$ cat config.mk
export PLATFORM = sky130hd
export DESIGN_NAME = if_fetch_stage
export DESIGN_NICKNAME = d
export VERILOG_FILES = /design/src/rtl/if_fetch_stage_pkg.sv /design/src/rtl/if_fetch_stage_hold_buf.sv /design/src/rtl/if_fetch_stage.sv
export SDC_FILE = /design/constraint.sdc
export NUM_CORES = 1
export LEC_CHECK = 0
export ABC_AREA = 1
export CORE_MARGIN = 8
export CORE_UTILIZATION = 41
export DETAILED_ROUTE_END_ITERATION = 8
export PLACE_DENSITY_LB_ADDON = 0.08
export SYNTH_ARGS = -nofsm -noshare
export SYNTH_HDL_FRONTEND = slang
export SYNTH_HIERARCHICAL = 1
export SYNTH_SLANG_ARGS = --single-unit
$ cat constraint.sdc
create_clock -name clk -period 1.6 [get_ports clk]
set_input_delay 0.16 -clock clk [delete_from_list [all_inputs] [get_ports clk]]
set_output_delay 0.16 -clock clk [all_outputs]
set_load 0.005 [all_outputs]
$ cat src/rtl/if_fetch_stage_pkg.sv
// Shared constants and types for the RV32 instruction-fetch stage.
// Holds the bubble encoding, reset PC, FSM encodings and PC step.
package if_fetch_stage_pkg;

    localparam logic [31:0] NOP_INST_ENC = 32'h0000_0013;
    localparam logic [31:0] RESET_PC_DEF = 32'h0000_0000;
    localparam logic [31:0] PC_INC       = 32'd4;

    typedef enum logic [1:0] {
        S_IDLE  = 2'b00,
        S_REQ   = 2'b01,
        S_WAIT  = 2'b10,
        S_FLUSH = 2'b11
    } fetch_state_t;

    typedef struct packed {
        logic [31:0] inst;
        logic [31:0] pc;
    } fetch_ent_t;

    function automatic logic [31:0] pc_next(input logic [31:0] pc);
        return pc + PC_INC;
    endfunction

endpackage

$ cat src/rtl/if_fetch_stage_hold_buf.sv
// One-entry instruction/PC buffer that parks a response while ID stalls.
// Clear wins over write, write wins over read.
module if_hold_buf
    import if_fetch_stage_pkg::*;
(
    input  logic       clk,
    input  logic       rst,
    input  logic       wr,
    input  fetch_ent_t wr_ent,
    input  logic       rd,
    input  logic       clr,
    output logic       full,
    output fetch_ent_t ent
);

    always_ff @(posedge clk) begin
        if (rst) begin
            full <= 1'b0;
            ent  <= '0;
        end else if (clr) begin
            full <= 1'b0;
        end else if (wr) begin
            full <= 1'b1;
            ent  <= wr_ent;
        end else if (rd) begin
            full <= 1'b0;
        end
    end

endmodule

$ cat src/rtl/if_fetch_stage.sv
// RV32 instruction-fetch stage: PC, imem handshake and IF2ID register.
// Optional macro IF_MISALIGN_CHK_EN adds IF_misalign and halts on bad jumps.
module if_fetch_stage
    import if_fetch_stage_pkg::*;
#(
    parameter logic [31:0] RESET_PC = RESET_PC_DEF,
    parameter logic [31:0] NOP_INST = NOP_INST_ENC
) (
    input  logic        clk,
    input  logic        rst,
    input  logic        hold_IF,
    input  logic        nop_IF,
    input  logic        jmp_vld_IF,
    input  logic [31:0] jmp_addr_IF,
    output logic        imem_req,
    output logic [31:0] imem_addr,
    input  logic        imem_gnt,
    input  logic        imem_rvalid,
    input  logic [31:0] imem_rdata,
    output logic [31:0] IF_inst,
    output logic [31:0] IF_pc,
    output logic        IF_inst_vld
`ifdef IF_MISALIGN_CHK_EN
    ,
    output logic        IF_misalign
`endif
);

    fetch_state_t state;
    fetch_state_t state_nxt;

    logic [31:0] pc;
    logic        vld_reg;
    logic        bubble;

    logic        stall;
    logic        can_issue;
    logic        accept;
    logic        deliver;
    logic        drain;
    logic        buf_wr;

    logic        buf_full;
    fetch_ent_t  buf_ent;
    fetch_ent_t  rsp_ent;

    logic [31:0] jmp_target;
    logic        jmp_mis;
    logic        halted;

`ifdef IF_MISALIGN_CHK_EN
    logic misalign_q;

    assign jmp_mis     = jmp_addr_IF[1:0] != 2'b00;
    assign jmp_target  = jmp_addr_IF;
    assign halted      = misalign_q;
    assign IF_misalign = misalign_q;

    always_ff @(posedge clk) begin
        if (rst) begin
            misalign_q <= 1'b0;
        end else if (jmp_vld_IF) begin
            misalign_q <= jmp_mis;
        end
    end
`else
    logic unused_jmp_lsb;

    assign unused_jmp_lsb = ^jmp_addr_IF[1:0];
    assign jmp_mis        = 1'b0;
    assign jmp_target     = {jmp_addr_IF[31:2], 2'b00};
    assign halted         = 1'b0;
`endif

    // A shown bubble over a still-valid entry means ID has not taken it yet.
    assign stall       = hold_IF | nop_IF | (bubble & vld_reg);
    assign can_issue   = ~hold_IF & ~buf_full & ~halted;
    assign imem_addr   = pc;
    assign IF_inst_vld = vld_reg & ~bubble;

    assign deliver = accept & ~stall;
    assign buf_wr  = accept & stall;
    assign drain   = buf_full & ~stall & ~jmp_vld_IF;

    assign rsp_ent.inst = imem_rdata;
    assign rsp_ent.pc   = pc;

    if_hold_buf u_hold_buf (
        .clk    (clk),
        .rst    (rst),
        .wr     (buf_wr),
        .wr_ent (rsp_ent),
        .rd     (drain),
        .clr    (jmp_vld_IF),
        .full   (buf_full),
        .ent    (buf_ent)
    );

    always_comb begin
        state_nxt = state;
        imem_req  = 1'b0;
        accept    = 1'b0;
        case (state)
            S_IDLE: begin
                state_nxt = S_REQ;
            end
            S_REQ: begin
                imem_req = can_issue;
                if (can_issue && imem_gnt) begin
                    state_nxt = S_WAIT;
                end
            end
            S_WAIT: begin
                if (imem_rvalid) begin
                    accept    = 1'b1;
                    state_nxt = S_REQ;
                end
            end
            S_FLUSH: begin
                if (imem_rvalid) begin
                    state_nxt = S_REQ;
                end
            end
            default: begin
                state_nxt = S_IDLE;
            end
        endcase

        // Redirect: any response in flight belongs to the old path.
        if (jmp_vld_IF) begin
            accept = 1'b0;
            case (state)
                S_WAIT, S_FLUSH: begin
                    state_nxt = imem_rvalid ? S_REQ : S_FLUSH;
                end
                S_REQ: begin
                    state_nxt = (can_issue && imem_gnt) ? S_FLUSH : S_REQ;
                end
                default: begin
                    state_nxt = S_REQ;
                end
            endcase
        end
    end

    always_ff @(posedge clk) begin
        if (rst) begin
            state   <= S_IDLE;
            pc      <= RESET_PC;
            IF_inst <= NOP_INST;
            IF_pc   <= '0;
            vld_reg <= 1'b0;
            bubble  <= 1'b0;
        end else begin
            state <= state_nxt;
            if (jmp_vld_IF) begin
                pc      <= jmp_target;
                IF_inst <= NOP_INST;
                vld_reg <= 1'b0;
                bubble  <= 1'b0;
                if (jmp_mis) begin
                    IF_pc <= jmp_addr_IF;
                end
            end else begin
                bubble <= nop_IF;
                if (accept) begin
                    pc <= pc_next(pc);
                end
                if (deliver) begin
                    IF_inst <= imem_rdata;
                    IF_pc   <= pc;
                    vld_reg <= 1'b1;
                end else if (drain) begin
                    IF_inst <= buf_ent.inst;
                    IF_pc   <= buf_ent.pc;
                    vld_reg <= 1'b1;
                end else if (!stall) begin
                    vld_reg <= 1'b0;
                end
            end
        end
    end

endmodule

==> run metrics, run 1 <==
status finished with violations; failing checks setup timing; H-tree levels 4; Achievable Freq slightly above 0.6 GHz; DRT Pass-1 Iters 5; Max clock buf depth 2; clock slew at reported path FFs 70 ps; r2r worst-path depth 11; # Max-Cap Violations 0; Placed Instances 1598; DR iter-0 viols 615; worst-path fanout max 12; final setup vio count 1; Post-synth top flop dfxtp_1; power density over cell area 830 mW/mm^2; Port Buffer Count 164; fraction of registers with async set/reset 0%; Largest register FFs 64; Min-Delay Path Class input pin to flip-flop; Total Routing Usage GR roughly a fifth; DP Wirelength 17.9 mm; share of layout cells above drive strength 1 between 15 and 20%; routed vias/inst between 4 and 5; clock period minus worst slack 1610 ps; worst skew pair latency 430 ps; mean post-synth cell area 6.63 sq um; synth top area cells dfxtp_1, nand2_1, nor2_1; synthesized area 0.00778 sq mm; Hold Vio Cnt, Final 0; routability-driven placement congestion ratio 0.918; cts bufs inserted 17; initial antenna violation count 0; Remaining DRCs 0; Crit Path Class flip-flop to flip-flop; antenna-violating nets left 0; CTS root buf clkbuf_16; Synth Register Bits 163; total power draw 0.00924 W; yosys warns 6; Filler Cell Count 1803; die area 0.0236 sq mm; unrepaired setup endpoints after global routing true; Mapped Cells 1174; grt total ovfl 0; biggest regs u_hold_buf/ent (64), IF_inst (32), IF_pc (32); Worst Slack Setup Final -7.11 ps; fin nets 1470; Leakage 4.61 nW; Die W 154 microns; Avg WL per Cell 15.6 microns; maximum vdd drop roughly 0.75 mV; Initial Util between 40% and 50%; P&R area growth vs syn 43.2%; wirelength, routed about 26 mm; number of synthesized flops with an enable pin 0; first-pass GRT wire length 40.7 mm; largest net degree at the start of global routing 49; Data arrival, critical path 1970 ps; post-synth top area share a little over two fifths; antenna cells 0; Vias 8113; Top Ports 169; fin. max-slew vios 0; startpoint class of the critical path flip-flop; die height about 150 microns; post-synthesis sequential area ratio between 40% and 50%; largest area contributor in the netlist dfxtp_1; hold path cells 3; Biggest register u_hold_buf/ent; post-synth cell types 31; vias in the first global route between 7k and 8k; Final period util 100%; Fin Clk Skew 7.26 ps; Worst Setup End Kind flip-flop; CTS tree yes; CTS sink count 163; CORE AREA 0.0186 sq mm; WP data required 1960 ps; Placement Rows 50; non-filler cells, final between 1.5k and 2k
[cells by family after synthesis]
kind of cell / share of synthesized area, %
XOR/XNOR: 0.901
AO/OA/AOI/OAI: 11.0
other: 0.0482
AND/OR/NAND/NOR: 34.4
adder cells (fa/ha/maj): 0.161
buffers and inverters: 11.6
flip-flops: 41.9
[through the flow]
| step | area [sq um] | setup TNS (ps) | hold slack (ps) | utilization (%) | setup slack, ps |
|---|---|---|---|---|---|
| after global placement | 10200 | -23740 | 459 | 54.7 | -220 |
| after floorplan | 7810 | 0 | 294 | - | 25.1 |
| after global routing | 11100 | -2440 | 286 | 59.8 | -67.2 |
| final | 11100 | -7.11 | 293 | 59.8 | -7.11 |
| after CTS | 10900 | -0.491 | 281 | 58.4 | -0.491 |
| after detailed placement | 10200 | -28860 | 462 | 54.7 | -280 |
[cell usage after synthesis (2+ instances only)]
cell type and instances:
buf_6 13, xnor2_1 3, nand2_1 266, nor3_1 21, o221ai_1 10, nand3_1 94
buf_4 10, o21ai_0 73, buf_1 3, xor2_1 5, buf_2 27, dfxtp_1 163
a31oi_1 40, a21oi_1 24, nand2_2 4, nand4_1 3, inv_2 8, nand3_2 2
clkbuf_1 17, nor2_4 2, inv_1 118, nor2_1 253, nor2_2 7
[critical path, cell delays in order, from the launching register on]
cell	delay, ps
dfxtp_2	320
inv_2	50
nand3_2	80
nor2_4	160
inv_2	70
nor2_4	150
inv_2	70
nor2_4	170
buf_12	160
buf_12	150
nor2_1	50
nor2_1	100
[power by group]
group          internal [W]  total, W  leakage, nW  switching (W)
combinational      0.000487  0.000956         3.01       0.000468
sequential          0.00412   0.00418         1.33      0.0000637
clock               0.00233   0.00410        0.274        0.00177
[final cells by class]
class                   count  area, sq um  area share [%]
repair buffers            272         2750            24.6
well taps                 234          293            2.63
clock inverters            13          153            1.37
clock buffers              19          433            3.89
multi-input cells         818         3730            33.5
inverters                 126          473            4.25
flip-flops and latches    163         3310            29.7
[metal layers]
metal | track usage [%] | share of wire (%) | vias up
met5 | 0 | 0 | -
met2 | 33.6 | 46 | 219
met1 | 28.3 | 47 | 3713
li1 | - | - | 4152
met3 | 4.74 | 5.7 | 29
met4 | 6.35 | 1.7 | 0
[path summary, 6_finish.rpt]
| path | slack (ps) | start | endpoint |
|---|---|---|---|
| worst max-delay path | -7 | state[0] | u_hold_buf/ent[45] |
| worst min-delay path | 290 | nop_IF | bubble |
| worst max register to register | -7 | state[0] | u_hold_buf/ent[45] |
| worst min register to register | 470 | IF_pc[1] | IF_pc[1] |
[timing repair]
action	CTS	global route
setup buffers	6	4
pin swaps	0	19
hold buffers	0	0
endpoints found under the setup margin	29	96
resized for setup	42	44
gates cloned	0	5
[layout by cell type, fill, tap and decap left out, types with 2 or more instances in the layout]
master and instances:
nand2_1 265, nor2_1 236, clkdlybuf4s50_1 148, dfxtp_1 138, inv_1 115, nand3_1 94
buf_4 81, o21ai_0 73, a31oi_1 40, a21oi_1 22, nor3_1 20, clkbuf_16 19
buf_12 18, dfxtp_2 18, nor2_2 17, inv_2 11, o221ai_1 10, dlygate4sd2_1 10
nor2_4 9, dfxtp_4 7, buf_6 6, dlymetal6s2s_1 6, xor2_1 5, nand2_2 4
conb_1 4, clkinvlp_4 4, nand4_1 3, xnor2_1 3, nand3_2 2, nand2_4 2
a21oi_2 2, clkinv_4 2, inv_8 2, inv_6 2, clkbuf_1 2, bufinv_16 2
Power figures use the tool's default switching activity.
==> inputs of run 2 (changes only) <==
==> constraint.sdc (replaced) <==
create_clock -name clk -period 1.53 [get_ports clk]
set_input_delay 0.153 -clock clk [delete_from_list [all_inputs] [get_ports clk]]
set_output_delay 0.153 -clock clk [all_outputs]
set_load 0.005 [all_outputs]
==> run metrics, run 2 (synthesized netlist as in run 1, its figures left out) <==
H-tree levels 4 (unchanged); P&R area growth vs syn 52.0% (was 43.2%); startpoint class of the critical path flip-flop (unchanged); Min-Delay Path Class input pin to flip-flop (unchanged); DP Wirelength 18.0 mm (was 17.9 mm); Placement Rows 50 (unchanged); Die W 154 microns (unchanged); Vias 8463 (was 8113); Largest register FFs 64 (unchanged); cts bufs inserted 17 (unchanged); WP data required 1880 ps (was 1960 ps); clock slew at reported path FFs 70 ps (about the same); Hold Vio Cnt, Final 0 (unchanged); sw frac 26.5% (was 24.9%); largest net degree at the start of global routing 43 (was 49); CTS root buf clkbuf_16 (unchanged); Worst Setup End Kind flip-flop (unchanged); Worst Path Buf+Inv 5 (unchanged); grt total ovfl 0 (unchanged); Total Neg Setup Slack -23.3 ps (was -7.11 ps); cells along the critical path inv_2 > nand3_4 > nor2_4 > inv_6 > nor2_4 > inv_2 > nor2_4 > buf_12 > buf_12 > nor2_1 > nor2_1 (was inv_2 > nand3_2 > nor2_4 > inv_2 > nor2_4 > inv_2 > nor2_4 > buf_12 > buf_12 > nor2_1 > nor2_1); Avg WL per Cell 16.4 microns (was 15.6 microns); CORE AREA 0.0186 sq mm (unchanged); Seq. cell area 0.00333 sq mm (was 0.00331 sq mm); DRT Pass-1 Iters 5 (unchanged); die height 154 microns (unchanged); share of layout cells above drive strength 1 20.0% (was 15.0%); clock period minus worst slack 1540 ps (was 1610 ps); Achievable Freq 0.648 GHz (was 0.622 GHz); CTS tree yes (unchanged); die area 0.0236 sq mm (unchanged); Data arrival, critical path 1900 ps (was 1970 ps); Remaining DRCs 0 (unchanged); fin nets 1510 (was 1470); CTS sink count 163 (unchanged); worst skew pair latency 430 ps (about the same); unrepaired setup endpoints after global routing true (unchanged); antenna-violating nets left 0 (unchanged); most common cell after layout, fill and taps aside nand2_1 (unchanged); Biggest register u_hold_buf/ent (unchanged); share of power burned in registers 45.8% (was 45.3%); Initial Util 41.7% (unchanged); Leakage 4.97 nW (was 4.61 nW); wirelength, routed 27.7 mm (was 25.7 mm); total power draw 0.00953 W (was 0.00924 W); Filler Cell Count 1743 (was 1803); switching pwr 0.00253 W (was 0.00231 W); slowest CP cell dfxtp_2 (unchanged); routability-driven placement congestion ratio 0.905 (was 0.918); Port Buffer Count 164 (unchanged); Internal Power 0.00700 W (was 0.00694 W); Total Routing Usage GR 21.2% (about the same); Largest delay share family, worst path simple AND/OR/NAND/NOR gates (unchanged); worst-path fanout max 7 (was 12); most frequent cells in the layout nand2_1, nor2_1, clkdlybuf4s50_1, dfxtp_1, inv_1 (unchanged); DR iter-0 viols 488 (was 615); failing checks setup timing (unchanged); multi-input logic area 0.00392 sq mm (was 0.00373 sq mm); Crit Path Class flip-flop to flip-flop (unchanged); initial antenna violation count 0 (unchanged); antenna cells 0 (unchanged); final setup vio count 3 (was 1); first-pass GRT wire length 40.6 mm (was 40.7 mm); status finished with violations (unchanged); Top Ports 169 (unchanged); CP max stage delay 320 ps (about the same); maximum vdd drop 0.743 mV (was 0.745 mV); clock share of power 43.2% (was 44.4%); power density over cell area 806 mW/mm^2 (was 830 mW/mm^2); Worst Slack Setup Final -13.3 ps (was -7.11 ps); cts hold-fix bufs 0 (unchanged); Final period util 101% (was 100%); vias in the first global route 7670 (was 7801); fin. max-slew vios 0 (unchanged); biggest regs u_hold_buf/ent (64), IF_inst (32), IF_pc (32) (unchanged); Max clock buf depth 2 (unchanged); combinational power share 11.0% (was 10.3%); routed vias/inst 5.02 (was 4.93); most used cell along the critical path nor2_4; Fin Clk Skew 8.12 ps (was 7.26 ps); # Max-Cap Violations 0 (unchanged)
## run 2: repair_timing
item                                    in CTS  in global routing
setup buffers                                9                 10
resized for setup                           69                100
endpoints found under the setup margin     136                151
pin swaps                                    3                 25
gates cloned                                 0                 18
endpoints found under the hold margin        0                  0
## run 2: area by class of cell
cell class,instances,share of cell area [%]
clock inverter,13,1.03
sequential,163,28.2
inverter,126,4.08
multi-input combinational,819,33.1
clock buffer,19,3.75
tap,234,2.48
timing repair buffer,311,27.3
## run 2: power groups by stage
stage                     logic [W]  clock network, W  registers [W]
after floorplan            0.000372                 0        0.00448
after global routing        0.00114           0.00436        0.00438
after detailed placement   0.000968                 0        0.00448
final                       0.00105           0.00412        0.00437
after global placement     0.000966                 0        0.00448
after CTS                  0.000985           0.00418        0.00437
## run 2: final timing paths
kind | start | slack, ps | endpoint | cells after the start
worst max register to register | state[0] | -10 | u_hold_buf/ent[56] | 11
worst min register to register | u_hold_buf/ent[31] | 470 | u_hold_buf/ent[31] | 2
worst min-delay path | jmp_addr_IF[15] | 290 | imem_addr[15] | 3
worst max-delay path | state[0] | -10 | u_hold_buf/ent[56] | 11
## run 2: stage by stage
step | util [%] | setup slack [ps] | hold WS, ps | std cells | instance area, sq um
floorplan | - | -8.11 | 287 | 1177 | 7830
global placement | 55.5 | -331 | 448 | 1616 | 10300
detailed placement | 55.5 | -384 | 458 | 1616 | 10300
CTS | 59.2 | -11.2 | 277 | 1657 | 11000
global route | 63.4 | -88.9 | 297 | 1685 | 11800
finish | 63.4 | -13.3 | 288 | 1685 | 11800
## run 2: routing by layer
layer	share of wire (%)	global-route usage, %	wire length (microns)
met5	0	0	0
met2	47	34.1	13100
met1	44	27.8	12200
met3	7.3	5.61	2020
met4	1.3	5.60	364
## run 2: tightest hold or removal path: stages
cell	delay, ps
clkdlybuf4s50_1	390
nand2_1	60
a31oi_1	70
